===== config.mk =====
export PLATFORM = sky130hd
export DESIGN_NAME = sdram_port_arbiter
export DESIGN_NICKNAME = d
export VERILOG_FILES = /design/src/rtl/sdram_port_arbiter.sv
export SDC_FILE = /design/constraint.sdc
export NUM_CORES = 1
export LEC_CHECK = 0
export CAP_MARGIN = 40
export CORE_UTILIZATION = 56
export DETAILED_ROUTE_END_ITERATION = 12
export PLACE_DENSITY = 0.79
export SYNTH_ARGS = -nofsm -noshare
export SYNTH_HDL_FRONTEND = slang
export SYNTH_SLANG_ARGS = --single-unit
export TNS_END_PERCENT = 20

===== constraint.sdc =====
create_clock -name iCLK -period 2.8 [get_ports iCLK]
set_clock_uncertainty 0.15 [all_clocks]
set_input_delay 0.42 -clock iCLK [delete_from_list [all_inputs] [get_ports iCLK]]
set_output_delay 0.42 -clock iCLK [all_outputs]
set_load 0.05 [all_outputs]

===== src/rtl/sdram_port_arbiter.sv =====
// rtl/sdram_port_arbiter.sv - round-robin SDRAM port arbiter with host priority, quota and watchdog
module sdram_port_arbiter #(
    parameter int MAX_XFER  = 8,
    parameter int TIMEOUT   = 1024,
    parameter int GAP_CYC   = 3,
    parameter int HOST_PRIO = 1
) (
    input  logic       iCLK,
    input  logic       iRST_n,
    input  logic [3:0] iREQ,
    input  logic       iSDR_Done,
    output logic [1:0] oSelect,
    output logic [3:0] oGNT,
    output logic       oBusy,
    output logic       oTimeout
);

    localparam int XW = (MAX_XFER > 1) ? $clog2(MAX_XFER) : 1;
    localparam int WW = (TIMEOUT > 1) ? $clog2(TIMEOUT) : 1;
    localparam int GW = $clog2(GAP_CYC + 1);

    localparam logic [XW-1:0] XFER_LAST = XW'(MAX_XFER - 1);
    localparam logic [WW-1:0] WD_LAST   = WW'(TIMEOUT - 1);
    localparam logic [GW-1:0] GAP_LAST  = GW'(GAP_CYC - 1);

    typedef enum logic [1:0] {IDLE, OWN, GAP} state_t;

    state_t          state;
    logic [1:0]      rr_ptr;
    logic [XW-1:0]   xfer_cnt;
    logic [WW-1:0]   wd_cnt;
    logic [GW-1:0]   gap_cnt;

    logic [1:0]      winner;
    logic [1:0]      cand;
    logic            found;
    logic            others_req;

    // Scan rr_ptr+1 .. rr_ptr+4 so the last owner is considered last.
    always_comb begin
        winner = rr_ptr;
        cand   = rr_ptr;
        found  = 1'b0;
        for (int i = 1; i <= 4; i++) begin
            cand = rr_ptr + 2'(i);
            if (!found && iREQ[cand]) begin
                winner = cand;
                found  = 1'b1;
            end
        end
        if (HOST_PRIO != 0 && iREQ[0]) begin
            winner = 2'd0;
        end
    end

    // In OWN the grant is one-hot on the owner, so masking it leaves the waiting ports.
    assign others_req = |(iREQ & ~oGNT);

    always_ff @(posedge iCLK or negedge iRST_n) begin
        if (!iRST_n) begin
            state    <= IDLE;
            oSelect  <= 2'd0;
            oGNT     <= 4'd0;
            oBusy    <= 1'b0;
            oTimeout <= 1'b0;
            rr_ptr   <= 2'd0;
            xfer_cnt <= '0;
            wd_cnt   <= '0;
            gap_cnt  <= '0;
        end else begin
            oTimeout <= 1'b0;
            case (state)
                IDLE: begin
                    if (iREQ != 4'd0) begin
                        state    <= OWN;
                        oGNT     <= 4'd1 << winner;
                        oSelect  <= winner;
                        oBusy    <= 1'b1;
                        rr_ptr   <= winner;
                        xfer_cnt <= '0;
                        wd_cnt   <= '0;
                    end
                end
                OWN: begin
                    if (!iREQ[oSelect]) begin
                        state   <= GAP;
                        oGNT    <= 4'd0;
                        gap_cnt <= '0;
                    end else if (iSDR_Done && xfer_cnt == XFER_LAST && others_req) begin
                        state   <= GAP;
                        oGNT    <= 4'd0;
                        gap_cnt <= '0;
                    end else if (iSDR_Done) begin
                        if (xfer_cnt != XFER_LAST) begin
                            xfer_cnt <= xfer_cnt + 1'b1;
                        end
                        wd_cnt <= '0;
                    end else if (wd_cnt == WD_LAST) begin
                        state    <= GAP;
                        oGNT     <= 4'd0;
                        gap_cnt  <= '0;
                        oTimeout <= 1'b1;
                    end else begin
                        wd_cnt <= wd_cnt + 1'b1;
                    end
                end
                GAP: begin
                    if (gap_cnt == GAP_LAST) begin
                        state <= IDLE;
                        oBusy <= 1'b0;
                    end else begin
                        gap_cnt <= gap_cnt + 1'b1;
                    end
                end
                default: begin
                    state <= IDLE;
                    oGNT  <= 4'd0;
                    oBusy <= 1'b0;
                end
            endcase
        end
    end

endmodule

-- Word-level counts from Yosys, hierarchy flattened
Cells that the tools add are included.
- input bits: 7
- logic and storage cells: 114
- output and inout port bits: 8
- register bits after elaboration: 25
- multiplexer cells: 55
- reductions and logical operators: 20
- bitwise operators: 4
- $lt $le $gt $ge: 4
- shifts and indexed selects: 1
- add/sub/neg operators: 6
- equality and inequality tests: 16
- operators with widths (kind ; count):
    $mux W10 ; 5
    $mux W2 ; 16
    $mux W4 ; 5
    $pmux W10 S2 ; 1
    $mux W3 ; 5
    $mux W1 ; 14
    $ne A2 B2 Y1 const B ; 7
    $lt A2 B3 Y1 const B ; 4
    $pmux W4 S3 ; 1
    $reduce_and A4 Y1 ; 3
    $add A10 B1 Y10 const B ; 1
    $eq A10 B10 Y1 const B ; 1
    $bmux W1 S2 ; 4
    $ne A4 B4 Y1 const B ; 2
    $ne A3 B3 Y1 const B ; 2
    $pmux W2 S3 ; 1
    $pmux W3 S2 ; 1
    $reduce_and A6 Y1 ; 1
    $logic_and A1 B1 Y1 ; 5
    $reduce_and A5 Y1 ; 1
    $add A2 B1 Y2 const B ; 2
    $add A2 B2 Y2 const B ; 2
    $and A4 B4 Y4 ; 1
    $eq A2 B2 Y1 const B ; 2
    other kinds (15) ; 19

-- Longest topological paths before layout
Gate-level depths: netlist (run 1).
- word-level depth: 17
- depth in mapped cells: 8
- mapped depth without buffers: 7

-- Worst setup path after synthesis (run 1)
No wires, ideal clock.
- kind: register to register
- start: reg rr_ptr[0] (netlist name)
- end: reg wd_cnt[4]
- path buffers: 2
- data required time: 2.528 ns
- arrival: 1.951 ns
- stages on the path, launching flop included: 8
- slack: 0.577 ns
- period minus slack after synthesis: 2.223 ns
- library setup time: 0.122 ns
- cells stage by stage: dfrtp_1 -> buf_6 -> mux2_1 -> nor4_1 -> a2111oi_2 -> and2_1 -> buf_6 -> a32o_1
- RTL lines (what ; RTL line ; source):
    end signal, assigned ; 104 ; wd_cnt <= wd_cnt + 1'b1;
    end, declared ; 31 ; logic [WW-1:0] wd_cnt;

==> reports/metrics.yaml, run 1 <==
run_status:
  run_status: "complete, no violations"
final_layout:
  synthToLayoutAreaGrowth_pct: 13.1
  n_fill_cell: 216
  diodes: 0
  drive_gt1_share_pct: 11.9
  final_nets: 189
  final_area_um2: 1720
timing:
  worstMarginPinSlew_ps: 494
  finalHoldViolCount: 0
  setup_tns_ps: 0
  maxSlewViolCount: 0
  grt_setup_unrepaired: "no"
  setup_violations: 0
  finalCriticalPeriod_ps: 2320
  fmax_ghz: 0.431
  max-slew-margin-rel_pct: 66.9
  finalCritPeriodShare_pct: 82.8
clock_tree:
  clk_path_buf_depth: 2
  cts_resized: 0
  cts_tree: "done"
  cts_made_buffers: 3
  ctsHoldBuffers: 0
  clkSinkCount: 25
  clk_latency_ps: 320
  htree_levels: 1
  root_buffer: "clkbuf_4"
  clkTransAtPathRegs_ps: 130
  post_cts_buffers: 0
synth:
  muxShareOfSynthArea_pct: 7.23
  ys_ff_latch: 25
  syn_area_um2: 1520
  synth_adder_area_share_pct: 3.94
  synth_top_family_by_area: "simple AND/OR/NAND/NOR gates"
  synthSimpleGateAreaFrac_pct: 23.3
  synthArstFlopShare_pct: 100
  synth.net_count: 171
  synth_area_per_cell_um2: 9.52
  synth_flop_cell: "dfrtp_1"
  synth_edf_count: 0
  synth-seq-area-share_pct: 41.1
  synth_cells: 160
  synth-compound-area-share_pct: 19.0
  yosys.cell_types.count: 44
  synth_xor_area_share_pct: 0
  synth_warnings: 0
worst_setup_path:
  end_kind: "primary output"
  worst_path_largest_cell_delay_ps: 870
  startpoint_type: "flip-flop"
  timing.setup.critical_path_class: "reg -> out"
  path_buf_inv: 1
  critPathTopFamily: "buffers and inverters"
  crit_chain: "clkdlybuf4s50_1"
  cp_max_fo: 9
  cp.required_ps: 2230
  cp.arrival_ps: 1750
  crit_path_top_delay_cell: "clkdlybuf4s50_1"
global_routing:
  grt.total_usage_pct: 26.1
  antenna_found_initial: 0
  grt_overflow_total: 0
  grt_max_degree: 26
  grt_pass1_wl_mm: 5.46
  grt_pass1_vias: 1223
drt:
  wl_met2_mm: 1.57
  drc: 0
  highest_layer: "met4"
  vias: 1283
  routed_wl_mm: 3.19
  drtIter0Drc: 56
  wl_per_cell_um: 15.4
  wl_met1_mm: 1.43
  postRouteAntennaNets: 0
  viasPerCell: 6.20
  drtPass1Iterations: 4
  route.met3.wl_um: 134
pwr:
  intPower_uw: 811
  power.density_nw_per_um2: 867
  combPwrFrac_pct: 51.0
  vdd_drop_max_mv: 0.582
  clockPowerShare_pct: 10.9
  p_leak_nw: 0.718
  p_switching_uw: 683
  seqPwrFrac_pct: 38.0
  p_sw_share_pct: 45.7
job:
  maxCapViolCount: 0
die:
  die_area_um2: 2930
  ios: 15
  die-height_um: 54.1
  core_um2: 2520
  initial_core_util_pct: 60.4
  rows: 18
  fp.dieW_um: 54.1
placed_design:
  gp_congestion: 0.796
  place_area_um2: 1700
  dpl.hpwl_mm: 2.34
  portBuffers: 14
hold_path:
  hp-class: "in -> async"
-- cells in the final DEF (no fill, tap or decap), types with 5 or more instances in the layout --
cell,instances
nor3_1,8
nand2b_1,7
nor2_1,11
buf_4,5
nand2_1,16
dfrtp_1,25
clkdlybuf4s50_1,14
o21ai_0,16
inv_1,10
nand3_1,9
mux2i_1,5
-- final timing paths --
kind,start,to,slack (ps),cells past startpoint
worst min-delay path,iRST_n,oTimeout,290,2
worst max-delay path,rr_ptr[0],oSelect[0],480,1
min in group iCLK,xfer_cnt[0],xfer_cnt[0],340,1
worst max register to register,xfer_cnt[0],wd_cnt[1],510,8
worst min register to register,xfer_cnt[0],xfer_cnt[0],340,1
max in group asynchronous,iRST_n,gap_cnt[1],1960,2
-- synthesized netlist by cell type, types with 4 or more instances --
library cell	n	share of area (%)
a21oi_1	4	1.3
a32o_1	4	2.6
dfrtp_1	25	41
ha_1	4	3.3
inv_1	10	2.5
mux2i_1	5	3.3
nand2_1	16	3.9
nand2b_1	7	2.9
nand3_1	9	3.0
nor2_1	11	2.7
nor3_1	8	2.6
o21ai_0	16	5.3
-- power by group through the flow --
stage | registers, mW | clock network, mW | logic [mW]
2_1_floorplan | 0.625 | 0 | 0.528
3_3_place_gp | 0.569 | 0 | 0.733
3_5_place_dp | 0.576 | 0 | 0.761
4_1_cts | 0.569 | 0.166 | 0.764
5_1_grt | 0.586 | 0.180 | 0.844
6_report | 0.568 | 0.163 | 0.762
-- registers in the layout (all words and copies together) (netlist names) --
register and flops:
gap_cnt 2, oBusy 1, oGNT 4, oTimeout 1, rr_ptr 2, state 2, wd_cnt 10, xfer_cnt 3
-- per-stage QoR --
step	total power [mW]	setup WS, ps	std cells	hold slack, ps	utilization [%]
after floorplan	1.15	577	160	-25.6	-
after global placement	1.30	267	203	314	67.2
after detailed placement	1.34	145	203	334	67.2
after CTS	1.50	480	207	306	68.3
after global routing	1.61	342	207	350	68.3
final	1.49	482	207	288	68.3
-- cell type report --
| class | instances | area [um^2] | share of cell area (%) |
|---|---|---|---|
| timing repair buffer | 19 | 178 | 10.3 |
| inverter | 11 | 41.3 | 2.40 |
| clock buffer | 4 | 26.3 | 1.53 |
| tap | 30 | 37.5 | 2.18 |
| sequential | 25 | 626 | 36.3 |
| multi-input combinational | 118 | 813 | 47.2 |
-- cells by family after synthesis --
family / after synthesis
AO/OA/AOI/OAI: 39
adder cells (fa/ha/maj): 5
buffers and inverters: 17
flip-flops: 25
multiplexers: 9
AND/OR/NAND/NOR: 65
-- routing by layer --
metal  vias up  track usage, %
met2        38            43.5
li1        620               -
met3         5            3.11
met1       620            34.3
met4         0            9.40
met5         -               0
(Power assumes the default switching activity.)
==> run 2, diff against run 1 <==
--- a/config.mk
+++ b/config.mk
@@ -6,9 +6,9 @@
 export NUM_CORES = 1
 export LEC_CHECK = 0
 export CAP_MARGIN = 40
-export CORE_UTILIZATION = 56
+export CORE_UTILIZATION = 51
 export DETAILED_ROUTE_END_ITERATION = 12
-export PLACE_DENSITY = 0.79
+export PLACE_DENSITY = 0.75
 export SYNTH_ARGS = -nofsm -noshare
 export SYNTH_HDL_FRONTEND = slang
 export SYNTH_SLANG_ARGS = --single-unit
==> constraint.sdc (replaced) <==
create_clock -name iCLK -period 2 [get_ports iCLK]
set_clock_uncertainty 0.15 [all_clocks]
set_input_delay 0.3 -clock iCLK [delete_from_list [all_inputs] [get_ports iCLK]]
set_output_delay 0.3 -clock iCLK [all_outputs]
set_load 0.05 [all_outputs]
==> reports/metrics.yaml, run 2 (synthesized netlist as in run 1, its figures left out) <==
run_status:
  run_status: "finished with violations"
  violations: "negative setup slack"
global_routing:
  grt_max_degree: 26
  grt_pass1_wl_mm: 5.86
  grt_overflow_total: 0
  antenna_found_initial: 0
  grt.total_usage_pct: 23.9
  grt_pass1_vias: 1336
final_layout:
  final_nets: 215
  post-route-util_pct: 73.0
  diodes: 0
  synthToLayoutAreaGrowth_pct: 33.3
  drive_gt1_share_pct: 32.0
  final_cell_mix: "buf_4 (31), dfrtp_1 (19), o21ai_0 (16)"
  largest_register_ffs: 10
  n_fill_cell: 203
  registers.top_by_ff_count: "wd_cnt"
  reg_top3: "wd_cnt (10), oGNT (4), xfer_cnt (3)"
  final_common_cell: "buf_4"
worst_setup_path:
  timing.setup.critical_path_class: "in -> reg"
  critPathTopFamily: "compound AO/OA/AOI/OAI gates"
  cp_max_fo: 7
  timing.critical_path.mode_cell: "o21ai_0"
  startpoint_type: "primary input"
  end_kind: "flip-flop"
  worst_path_largest_cell_delay_ps: 670
  crit_path_top_delay_cell: "a211oi_1"
  path_buf_inv: 2
  cp.required_ps: 2100
  crit_chain: "clkdlybuf4s50_1 -> buf_4 -> mux4_2 -> nand2_1 -> a211oi_1 -> o21ai_0 -> o21ai_0"
  cp.arrival_ps: 2220
die:
  core_um2: 2780
  ios: 15
  fp.dieW_um: 56.6
  die-height_um: 56.6
  die_area_um2: 3210
  rows: 19
  initial_core_util_pct: 54.7
pwr:
  vdd_drop_max_mv: 0.972
  power.density_nw_per_um2: 1200
  p_leak_nw: 0.910
drt:
  viasPerCell: 5.92
  postRouteAntennaNets: 0
  wl_per_cell_um: 15.5
  vias: 1385
  drc: 0
  drtIter0Drc: 43
  routed_wl_mm: 3.64
  drtPass1Iterations: 4
clock_tree:
  ctsHoldBuffers: 0
  htree_levels: 1
  root_buffer: "clkbuf_4"
  clk_latency_ps: 330
  cts_tree: "done"
  cts_made_buffers: 3
  clk_path_buf_depth: 2
  clkSinkCount: 25
  clkTransAtPathRegs_ps: 140
timing:
  fin_ws_ps: -118
  finalCritPeriodShare_pct: 106
  holdWs_ps: 155
  finalHoldViolCount: 0
  fmax_ghz: 0.472
  max-slew-margin-rel_pct: 47.1
  setup_violations: 13
  grt_setup_unrepaired: "yes"
  finalCriticalPeriod_ps: 2120
  maxSlewViolCount: 0
  worstMarginPinSlew_ps: 789
placed_design:
  dpl.hpwl_mm: 2.58
  dpl_worst_slack_ps: -425
  gp_congestion: 0.846
  portBuffers: 14
hold_path:
  hp-class: "in -> async"
job:
  maxCapViolCount: 0
-- run 2: cell type report --
type,instances,area (um^2),area share [%]
well taps,31,38.8,1.91
inverters,11,41.3,2.03
clock inverters,1,5.00,0.247
repair buffers,45,382,18.8
clock buffers,3,22.5,1.11
flip-flops and latches,25,633,31.2
multi-input cells,118,907,44.7
-- run 2: metal layers --
layer,track usage (%),routed length [um]
met5,0,0
met4,10.5,61
met3,3.69,145
met2,40.0,1790
met1,30.4,1640
-- run 2: what timing repair did --
item                                    4_1_cts  5_1_grt
endpoints found under the setup margin       22       24
buffers inserted                              0        1
gates resized for setup                       9        9
pin swaps                                     2        1
-- run 2: metrics by stage --
stage / power, mW / std cells / TNS (ps) / cell area, um^2
2_1_floorplan: 1.65 / 160 / -98.2 / 1550
3_3_place_gp: 2.04 / 229 / -6130 / 1900
3_5_place_dp: 2.10 / 229 / -7770 / 1900
4_1_cts: 2.36 / 233 / -822 / 1970
5_1_grt: 2.60 / 234 / -2700 / 2030
6_report: 2.43 / 234 / -1090 / 2030
-- run 2: final timing paths --
path | to | slack, ps | start | depth (start not counted)
worst max register to register | oGNT[0] | -110 | xfer_cnt[1] | 7
worst min register to register | oBusy | 400 | oBusy | 2
max in group asynchronous | oGNT[2] | 1270 | iRST_n | 2
min in group iCLK | oBusy | 400 | oBusy | 2
worst min-delay path | xfer_cnt[1] | 150 | iRST_n | 2
worst max-delay path | oGNT[0] | -120 | iREQ[3] | 7
-- run 2: worst reg2reg max path, delay by kind of cell (launching register included) --
kind,cells,cell delay [ps]
AOI/OAI and AO/OA,4,1030
DFF,1,410
adders and majority gates,2,370
and+or+nand+nor,1,70
-- run 2: power by group --
group | internal (mW) | total (mW) | switching (mW)
sequential | 0.632 | 0.779 | 0.147
combinational | 0.642 | 1.42 | 0.778
clock | 0.0753 | 0.232 | 0.157
